<file path="src/rtl/common_pipeline_fifo_buffer.sv">
// Fully registered pipeline FIFO: data, valid and ready all come from flops,
// so no combinational path crosses between the two neighbouring stages.

module stdmacro_dffe #(
    parameter int WIDTH = 1
) (
    input  logic             clk,
    input  logic             reset,
    input  logic             en,
    input  logic [WIDTH-1:0] d,
    output logic [WIDTH-1:0] q
);

    always_ff @(posedge clk) begin
        if (reset) begin
            q <= '0;
        end else if (en) begin
            q <= d;
        end
    end

endmodule

module common_pipeline_fifo_buffer #(
    parameter int BUFFER_WIDTH = 1,
    parameter int BUFFER_DEPTH = 2
) (
    input  logic                              clk,
    input  logic                              reset,
    input  logic                              flush,
    input  logic [BUFFER_WIDTH-1:0]           prev_i_data,
    input  logic                              prev_i_valid,
    output logic                              prev_o_ready,
    output logic [BUFFER_WIDTH-1:0]           next_o_data,
    output logic                              next_o_valid,
    input  logic                              next_i_ready,
    output logic [$clog2(BUFFER_DEPTH+1)-1:0] occupancy
);

    localparam int PTR_W = (BUFFER_DEPTH > 1) ? $clog2(BUFFER_DEPTH) : 1;
    localparam int CNT_W = $clog2(BUFFER_DEPTH + 1);
    localparam logic [PTR_W-1:0] LAST = PTR_W'(BUFFER_DEPTH - 1);
    localparam logic [CNT_W-1:0] FULL = CNT_W'(BUFFER_DEPTH);

    logic [BUFFER_WIDTH-1:0] mem [BUFFER_DEPTH];
    logic [BUFFER_DEPTH-1:0] wr_en;

    logic [PTR_W-1:0] wptr_q, wptr_d;
    logic [PTR_W-1:0] rptr_q, rptr_d;
    logic [CNT_W-1:0] count_q, count_d;
    logic             ready_q;
    logic             valid_q;
    logic             push;
    logic             pop;

    assign push = prev_i_valid & ready_q;
    assign pop  = valid_q & next_i_ready;

    always_comb begin
        wptr_d  = wptr_q;
        rptr_d  = rptr_q;
        count_d = count_q;
        if (flush) begin
            wptr_d  = '0;
            rptr_d  = '0;
            count_d = '0;
        end else begin
            // Explicit wrap so non-power-of-two depths stay in range.
            if (push) begin
                wptr_d = (wptr_q == LAST) ? '0 : wptr_q + PTR_W'(1);
            end
            if (pop) begin
                rptr_d = (rptr_q == LAST) ? '0 : rptr_q + PTR_W'(1);
            end
            unique case (1'b1)
                (push & ~pop): count_d = count_q + CNT_W'(1);
                (pop & ~push): count_d = count_q - CNT_W'(1);
                default:       count_d = count_q;
            endcase
        end
    end

    always_ff @(posedge clk) begin
        if (reset) begin
            wptr_q  <= '0;
            rptr_q  <= '0;
            count_q <= '0;
            ready_q <= 1'b1;
            valid_q <= 1'b0;
        end else begin
            wptr_q  <= wptr_d;
            rptr_q  <= rptr_d;
            count_q <= count_d;
            ready_q <= (count_d != FULL);
            valid_q <= (count_d != '0);
        end
    end

    for (genvar i = 0; i < BUFFER_DEPTH; i++) begin : g_entry
        assign wr_en[i] = push & ~flush & (wptr_q == PTR_W'(i));

        stdmacro_dffe #(
            .WIDTH(BUFFER_WIDTH)
        ) u_dffe (
            .clk  (clk),
            .reset(reset),
            .en   (wr_en[i]),
            .d    (prev_i_data),
            .q    (mem[i])
        );
    end

    assign prev_o_ready = ready_q;
    assign next_o_valid = valid_q;
    assign next_o_data  = mem[rptr_q];
    assign occupancy    = count_q;

endmodule

</file>
<file path="config.mk">
export PLATFORM = sky130hd
export DESIGN_NAME = common_pipeline_fifo_buffer
export DESIGN_NICKNAME = d
export VERILOG_FILES = /design/src/rtl/common_pipeline_fifo_buffer.sv
export SDC_FILE = /design/constraint.sdc
export NUM_CORES = 1
export LEC_CHECK = 0
export ABC_CLOCK_PERIOD_IN_PS = 4250
export BUFFER_PORTS_ARGS = -buffer_cell sky130_fd_sc_hd__buf_2
export CELL_PAD_IN_SITES_DETAIL_PLACEMENT = 1
export CELL_PAD_IN_SITES_GLOBAL_PLACEMENT = 1
export CORE_MARGIN = 4
export CORE_UTILIZATION = 25
export CTS_BUF_LIST = sky130_fd_sc_hd__clkbuf_16
export CTS_CLUSTER_SIZE = 12
export DETAILED_ROUTE_END_ITERATION = 7
export PLACE_DENSITY = 0.61
export SETUP_SLACK_MARGIN = 0.3
export SLEW_MARGIN = 15
export SYNTH_ARGS = -nofsm -noshare
export SYNTH_HDL_FRONTEND = slang
export SYNTH_SLANG_ARGS = --single-unit
</file>
<file path="constraint.sdc">
create_clock -name clk -period 4.25 [get_ports clk]
set_clock_uncertainty 0.1 [all_clocks]
set_input_delay 1.0625 -clock clk [delete_from_list [all_inputs] [get_ports clk]]
set_output_delay 1.0625 -clock clk [all_outputs]
set_load 0.01 [all_outputs]
</file>
==> impl_summary.txt, run 1 <==
----------------------------------------------------
[Place]
  PortBufs ... 10
  Number of instances in the placed design ... 61
  GPL Wtd Cong ... 0.728
  Final HPWL DP ... 650 µm

[Hold path]
  Type of the most critical hold path ... flip-flop to flip-flop

[Power and ir drop]
  Net Sw Power ... 0.0483 mW
  Pint ... 0.209 mW
  Sw frac ... 18.8%
  Part of the power in the clock network ... 60.9%
  Reg power frac ... 31.4%
  Power density relative to cell area ... 511 nW/µm²
  Worst supply voltage drop on vdd ... 0.279 mV
  Combinational share of power ... 7.7%
  Leakage power ... 0.225 nW

[Critical path]
  Sort of element at the end of the critical path ... output port
  Startpoint class of the critical path ... flip-flop
  WP data required ... 3090 ps
  Crit path max-delay family ... flip-flops
  Data arrival time at the worst-slack endpoint ... 1050 ps
  Slowest stage cell on the critical path ... dfxtp_1
  Ordered cell list for the critical path ... mux2_2 -> buf_2
  CP peak stage delay ... 350 ps
  Critical path class ... flip-flop to output port
  Number of buffers and inverters on the critical path ... 1
  Biggest fanout along the worst timing path ... 2

[Synth]
  Post-synthesis instance area ... 360 µm²
  Register area share after synthesis ... 44.4%
  Post-Syn Nets ... 43
  Count of different cell masters after synthesis ... 21
  #FFs+latches synth ... 8
  Warnings, synthesis ... 0
  Mapped Cells ... 36
  Average cell area after synthesis ... 10.0 µm²

[Timing]
  Period minus WS final ... 2210 ps
  Period Utilization, post-route ... 52.0%
  Final setup violation count ... 0
  Slew of the pin with the lowest slew margin ... 231 ps
  Setup TNS ... 0 ps
  Worst Hold Margin ... 369 ps
  Fmax achieved ... 452 MHz
  Setup repair after global routing missed its margin ... no
  Headroom to the max-slew limit ... 84.5%
  Number of slew-limit violations in the final report ... 0
  Final hold vios ... 0

[Floorplan]
  Vertical die dimension ... 46.0 µm
  Area of the die ... 2110 µm²
  IO Count ... 11
  FP Rows ... 13
  Die X ... 46.0 µm
  Starting utilization of the core area ... 27.0%
  Area of the core region ... 1330 µm²

[Layout]
  Register Area ... 160 µm²
  Number of nets at the end of the flow ... 58
  Antenna cells ... 0
  Multi-input combinational cell area ... 200 µm²
  Synthesis-to-layout area growth ... 39.9%
  Post-route insts no fill ... 64
  Share of final-layout standard cells stronger than drive strength 1 ... 28.6%
  Fillers ... 168

[Drt]
  DRT Pass-1 Iters ... 2
  Detailed-route via count ... 315
  Vias per Instance ... 4.92
  Drt wl/cell ... 13.0 µm
  Antenna-violating nets left ... 0
  Total Wirelength ... 835 µm
  Count of unresolved DRC violations after routing ... 0
  Iteration-0 DRC count of the detailed router ... 1

[Clock tree]
  Cts-stage hold buffer count ... 0
  H-tree Lvls ... 1
  Clk slew on worst S/H paths ... 40 ps
  TritonCTS clock tree ... yes
  Clock insertion delay at the later pin of the skew report ... 230 ps
  Number of post-CTS setup repair buffers ... 0
  Post-cts resize count ... 0
  Number of clock sinks ... 8
  TritonCTS Buffers ... 3
  Root Buffer Master ... clkbuf_16
  Clock buffer depth ... 2

[GRT]
  Total global routing overflow ... 0
  Antenna violations before repair ... 0
  Wire length of the first global-routing pass ... 1510 µm
  Tot GR Track Use ... 10.8%
  Maximum number of pins on one net before global-route repair ... 9
  Number of global-route vias before repair ... 353

[Flow run]
  Number of max-cap violations ... 0

[Outcome]
  Status ... finished clean

----------------------------------------------------
registers in the layout, indices dropped and copies added (netlist names):
signal / cells
prev_o_ready: 1
wptr_q: 1
occupancy: 2
rptr_q: 1
next_o_valid: 1
g_entry.u_dffe.q: 2
cells by family (layout without fill, tap and decap cells):
family,after synthesis,count (layout),share of synthesized area (%)
and+or+nand+nor,16,16,25.7
adders and majority gates,1,1,3.47
AOI/OAI and AO/OA,5,5,10.4
DFF,8,8,44.4
xor gates and xnor gates,3,3,7.29
buffers and inverters,0,13,0
muxes,3,3,8.68
area by class of cell:
class / count / area share (%)
repair buffers: 10 / 9.93
clock buffers: 3 / 14.9
flip-flops and latches: 8 / 31.8
multi-input cells: 28 / 39.7
well taps: 15 / 3.72
layout by cell type, fill, tap and decap left out:
cell,synthesis,layout
mux2_2,1,1
buf_2,0,10
nor4_1,1,1
nor2b_1,2,2
xor2_1,1,1
ha_1,1,1
or3_1,1,1
a21oi_1,2,2
o31ai_1,1,1
nand2_1,2,2
xnor2_1,2,2
nand2b_1,1,1
nand3b_1,1,1
mux2i_1,2,2
o211a_1,1,1
o32a_1,1,1
nand4b_1,1,1
or4b_1,1,1
nor3_1,2,2
and2_1,1,1
clkbuf_16,0,3
dfxtp_1,8,8
nor2_1,3,3
per-stage QoR:
stage / utilization [%] / area, µm² / power (mW) / setup slack, ps
3_3_place_gp: 32.2 / 429 / 0.102 / 1880
2_1_floorplan: - / 360 / 0.0936 / 2050
6_report: 37.8 / 504 / 0.257 / 2040
5_1_grt: 37.8 / 504 / 0.270 / 1970
3_5_place_dp: 32.2 / 429 / 0.102 / 1850
4_1_cts: 37.8 / 504 / 0.263 / 2030
worst min-delay path: cells and delay by family (launching register included):
kind            cells  cell delay, ps
flops               1             300
compound gates      2             120
cells in the mapped netlist, drive strengths merged:
cell type | instances | share of area, %
nand3b | 1 | 2.1
mux2 | 1 | 3.1
nor2 | 3 | 3.1
or4b | 1 | 2.8
o211a | 1 | 2.8
or3 | 1 | 1.7
and2 | 1 | 1.7
nor4 | 1 | 1.7
nand2b | 1 | 1.7
xnor2 | 2 | 4.9
a21oi | 2 | 2.8
o32a | 1 | 2.8
nand2 | 2 | 2.1
mux2i | 2 | 5.6
nor3 | 2 | 2.8
nor2b | 2 | 3.5
nand4b | 1 | 2.4
o31ai | 1 | 2.1
xor2 | 1 | 2.4
dfxtp | 8 | 44
ha | 1 | 3.5
routing by layer:
| metal | share of wire (%) | vias up | GRT usage, % |
|---|---|---|---|
| met1 | 42 | 144 | 11.0 |
| met3 | 9.9 | 2 | 7.51 |
| li1 | - | 160 | - |
| met5 | 0 | - | 0 |
| met2 | 47 | 9 | 15.9 |
| met4 | 0.96 | 0 | 6.25 |
power groups by stage:
stage / clock network [mW] / registers, mW / logic [mW]
final: 0.157 / 0.0807 / 0.0198
after global routing: 0.166 / 0.0813 / 0.0225
after CTS: 0.162 / 0.0808 / 0.0204
after detailed placement: 0 / 0.0819 / 0.0203
after global placement: 0 / 0.0819 / 0.0199
after floorplan: 0 / 0.0823 / 0.0113
path summary, 6_finish.rpt:
| check | from | to | slack (ps) | cells past startpoint |
|---|---|---|---|---|
| min | g_entry[0].u_dffe.q | g_entry[0].u_dffe.q | 370 | 2 |
| max | rptr_q | next_o_data | 2040 | 2 |
| max reg2reg | prev_o_ready | next_o_valid | 2670 | 5 |
| min reg2reg | g_entry[0].u_dffe.q | g_entry[0].u_dffe.q | 370 | 2 |
Power figures use the tool's default switching activity.
==> inputs of run 2 (changes only) <==
- ABC_AREA: unset -> 1
- ABC_CLOCK_PERIOD_IN_PS: 4250 -> 1800
- PLACE_DENSITY: 0.61 -> 0.65
- clock period: 4.25 -> 1.8 ns (I/O delays scaled with it)
==> run 2 against run 1 <==
Utilization up 0.47 points. Largest power group unchanged. Largest cell class unchanged. First-iteration DRC count did not move. Sequential cell count did not move. Global-route usage decreased by 0.51 points. Routed wire length increased by 0.24%. Worst hold slack worse by 36 ps. Non-clock buffer count did not move. Design area up 2.5%. Critical path depth is 6 higher.
==> impl_summary.txt, run 2 <==
----------------------------------------------------
[Timing]
  Period Utilization, post-route ... 77.1%
  Fmax achieved ... 721 MHz
  Headroom to the max-slew limit ... 88.7% (was 84.5%)
  Number of slew-limit violations in the final report ... 0 (unchanged)
  Final setup violation count ... 0 (unchanged)
  Setup repair after global routing missed its margin ... no (unchanged)
  Setup TNS ... 0 ps (unchanged)
  Slew of the pin with the lowest slew margin ... 169 ps (was 231 ps)
  Final hold vios ... 0 (unchanged)
  Worst Hold Margin ... 333 ps (was 369 ps)
  Period minus WS final ... 1390 ps

[Floorplan]
  Die X ... 46.6 µm (was 46.0 µm)
  Starting utilization of the core area ... 27.6% (was 27.0%)
  IO Count ... 11 (unchanged)
  Area of the die ... 2170 µm² (was 2110 µm²)
  Area of the core region ... 1350 µm² (was 1330 µm²)
  FP Rows ... 13 (unchanged)
  Vertical die dimension ... 46.6 µm (was 46.0 µm)

[Power and ir drop]
  Leakage power ... 0.264 nW (was 0.225 nW)
  Net Sw Power ... 0.127 mW (was 0.0483 mW)
  Pint ... 0.493 mW (was 0.209 mW)
  Power density relative to cell area ... 1200 nW/µm² (was 511 nW/µm²)
  Combinational share of power ... 8.5% (was 7.7%)
  Sw frac ... 20.5% (was 18.8%)
  Part of the power in the clock network ... 60.7% (was 60.9%)
  Total power ... 0.620 mW (was 0.257 mW)
  Worst supply voltage drop on vdd ... 0.520 mV (was 0.279 mV)
  Reg power frac ... 30.8% (was 31.4%)

[Synth]
  Register area share after synthesis ... 43.0% (was 44.4%)
  Most instantiated cells after synthesis ... nand2_1, inv_1, dfxtp_1 (was dfxtp_1, nor2_1)
  Main area contributors after synthesis ... dfxtp_1, nand2_1, inv_1 (was dfxtp_1, mux2i_1, xnor2_1)
  Library cell with the largest summed area after synthesis ... dfxtp_1 (unchanged)
  Post-synth EDFFs ... 0 (unchanged)
  Average cell area after synthesis ... 7.46 µm² (was 10.0 µm²)
  Mapped Cells ... 50 (was 36)
  Proportion of synthesized flip-flops having asynchronous set or reset ... 0% (unchanged)
  Warnings, synthesis ... 0 (unchanged)
  Count of different cell masters after synthesis ... 13 (was 21)
  Share of the synthesized area in the top cell type ... 43.0% (was 44.4%)
  #FFs+latches synth ... 8 (unchanged)
  Post-Syn Nets ... 57 (was 43)
  Most numerous cell in the Yosys netlist ... nand2_1 (was dfxtp_1)
  Post-synthesis instance area ... 373 µm² (was 360 µm²)
  Most common flop cell mapped by yosys ... dfxtp_1 (unchanged)

[Place]
  GPL Wtd Cong ... 0.748 (was 0.728)
  Number of instances in the placed design ... 75 (was 61)
  PortBufs ... 10 (unchanged)
  Final HPWL DP ... 670 µm (was 650 µm)

[Clock tree]
  TritonCTS Buffers ... 3 (unchanged)
  Post-cts resize count ... 0 (unchanged)
  Cts-stage hold buffer count ... 0 (unchanged)
  Number of clock sinks ... 8 (unchanged)
  TritonCTS clock tree ... yes (unchanged)
  Clock buffer depth ... 2 (unchanged)
  Root Buffer Master ... clkbuf_16 (unchanged)
  Clock insertion delay at the later pin of the skew report ... 230 ps (about the same)
  Number of post-CTS setup repair buffers ... 0 (unchanged)
  H-tree Lvls ... 1 (unchanged)
  Clk slew on worst S/H paths ... 40 ps (about the same)

[Drt]
  Total Wirelength ... 837 µm (was 835 µm)
  Iteration-0 DRC count of the detailed router ... 1 (unchanged)
  Detailed-route via count ... 358 (was 315)
  Antenna-violating nets left ... 0 (unchanged)
  DRT Pass-1 Iters ... 4 (was 2)
  Vias per Instance ... 4.59 (was 4.92)
  Count of unresolved DRC violations after routing ... 0 (unchanged)
  Drt wl/cell ... 10.7 µm (was 13.0 µm)

[Layout]
  Share of final-layout standard cells stronger than drive strength 1 ... 31.7% (was 28.6%)
  Number of nets at the end of the flow ... 72 (was 58)
  Antenna cells ... 0 (unchanged)
  Leading cell types in the layout, fill and taps excluded ... nand2_1, buf_2, inv_1 (was buf_2, dfxtp_1, nor2_1, clkbuf_16)
  Synthesis-to-layout area growth ... 38.6% (was 39.9%)
  Most frequent standard cell in the layout excluding fill and tap cells ... nand2_1 (was buf_2)
  Finished Core Util ... 38.3% (was 37.8%)
  Post-route insts no fill ... 78 (was 64)

[Critical path]
  WP data required ... 1820 ps (was 3090 ps)
  Biggest fanout along the worst timing path ... 3 (was 2)
  Worst reg2reg startpoint ... next_o_valid (was prev_o_ready)
  Data arrival time at the worst-slack endpoint ... 1410 ps (was 1050 ps)
  Slack of the worst reg-to-reg path ... 420 ps (was 2670 ps)
  Sort of element at the end of the critical path ... flip-flop (was output port)
  CP Launch Point ... next_i_ready (was rptr_q)
  Startpoint class of the critical path ... input port (was flip-flop)
  Critical path class ... input port to flip-flop (was flip-flop to output port)

[Flow run]
  Number of max-cap violations ... 0 (unchanged)

[GRT]
  Number of global-route vias before repair ... 334 (was 353)
  Antenna violations before repair ... 0 (unchanged)
  Maximum number of pins on one net before global-route repair ... 7 (was 9)
  Total global routing overflow ... 0 (unchanged)
  Tot GR Track Use ... 10.3% (was 10.8%)
  Wire length of the first global-routing pass ... 1410 µm (was 1510 µm)

[Outcome]
  Status ... finished clean (unchanged)

[Hold path]
  Type of the most critical hold path ... input port to flip-flop (was flip-flop to flip-flop)
  Beginning of the worst hold path ... reset (was g_entry[0].u_dffe.q)

----------------------------------------------------
## run 2: changes by cell type after synthesis, sizes merged, moves of 3 or more
cell   before  now
o21ai       0    4
inv         0   11
nand2       2   14
nand4       0    4
nand3       0    3
## run 2: worst paths after layout
kind / endpoint / cells past startpoint
max: next_o_valid / 8
max reg2reg: next_o_valid / 7
min: g_entry[0].u_dffe.q / 2
min reg2reg: g_entry[1].u_dffe.q / 2
## run 2: cells by family (layout without fill, tap and decap cells)
logic type               count (synthesis)  after routing  share of synthesized area [%]
flip-flops                               8              8                           43.0
adder cells (fa/ha/maj)                  1              1                           3.36
buffers and inverters                   11             24                           11.1
AO/OA/AOI/OAI                            8              8                           10.7
AND/OR/NAND/NOR                         22             22                           31.9
## run 2: power groups by stage
stage	Sequential [mW]	Clock, mW	Combinational, mW
after floorplan	0.195	0	0.0313
after global placement	0.194	0	0.0525
after detailed placement	0.194	0	0.0534
after CTS	0.191	0.389	0.0535
after global routing	0.192	0.394	0.0606
final	0.191	0.376	0.0529
## run 2: per-layer routing
metal	vias up	wire length, µm	track usage [%]
li1	189	-	-
met1	156	424	12.0
met2	9	329	13.2
met3	4	52	5.86
met4	0	30	8.29
met5	-	0	0
## run 2: per-stage QoR
step,cell area (µm²),setup WS [ps]
final,517,412
after global routing,517,331
after CTS,517,393
after detailed placement,442,180
after global placement,442,212
after floorplan,373,379
## run 2: cell type report
type,count,area (µm²)
flip-flops and latches,8,160
fillers,173,833
clock buffers,3,75.1
multi-input cells,31,171
well taps,15,18.8
inverters,11,41.3
repair buffers,10,50.0
## run 2: worst max-delay path, cell delays in order
cell and delay [ps]:
buf_2 90, nand2_1 90, inv_1 50, ha_1 300
inv_1 110, nand4_1 150, nand3_2 110, nand2_1 50
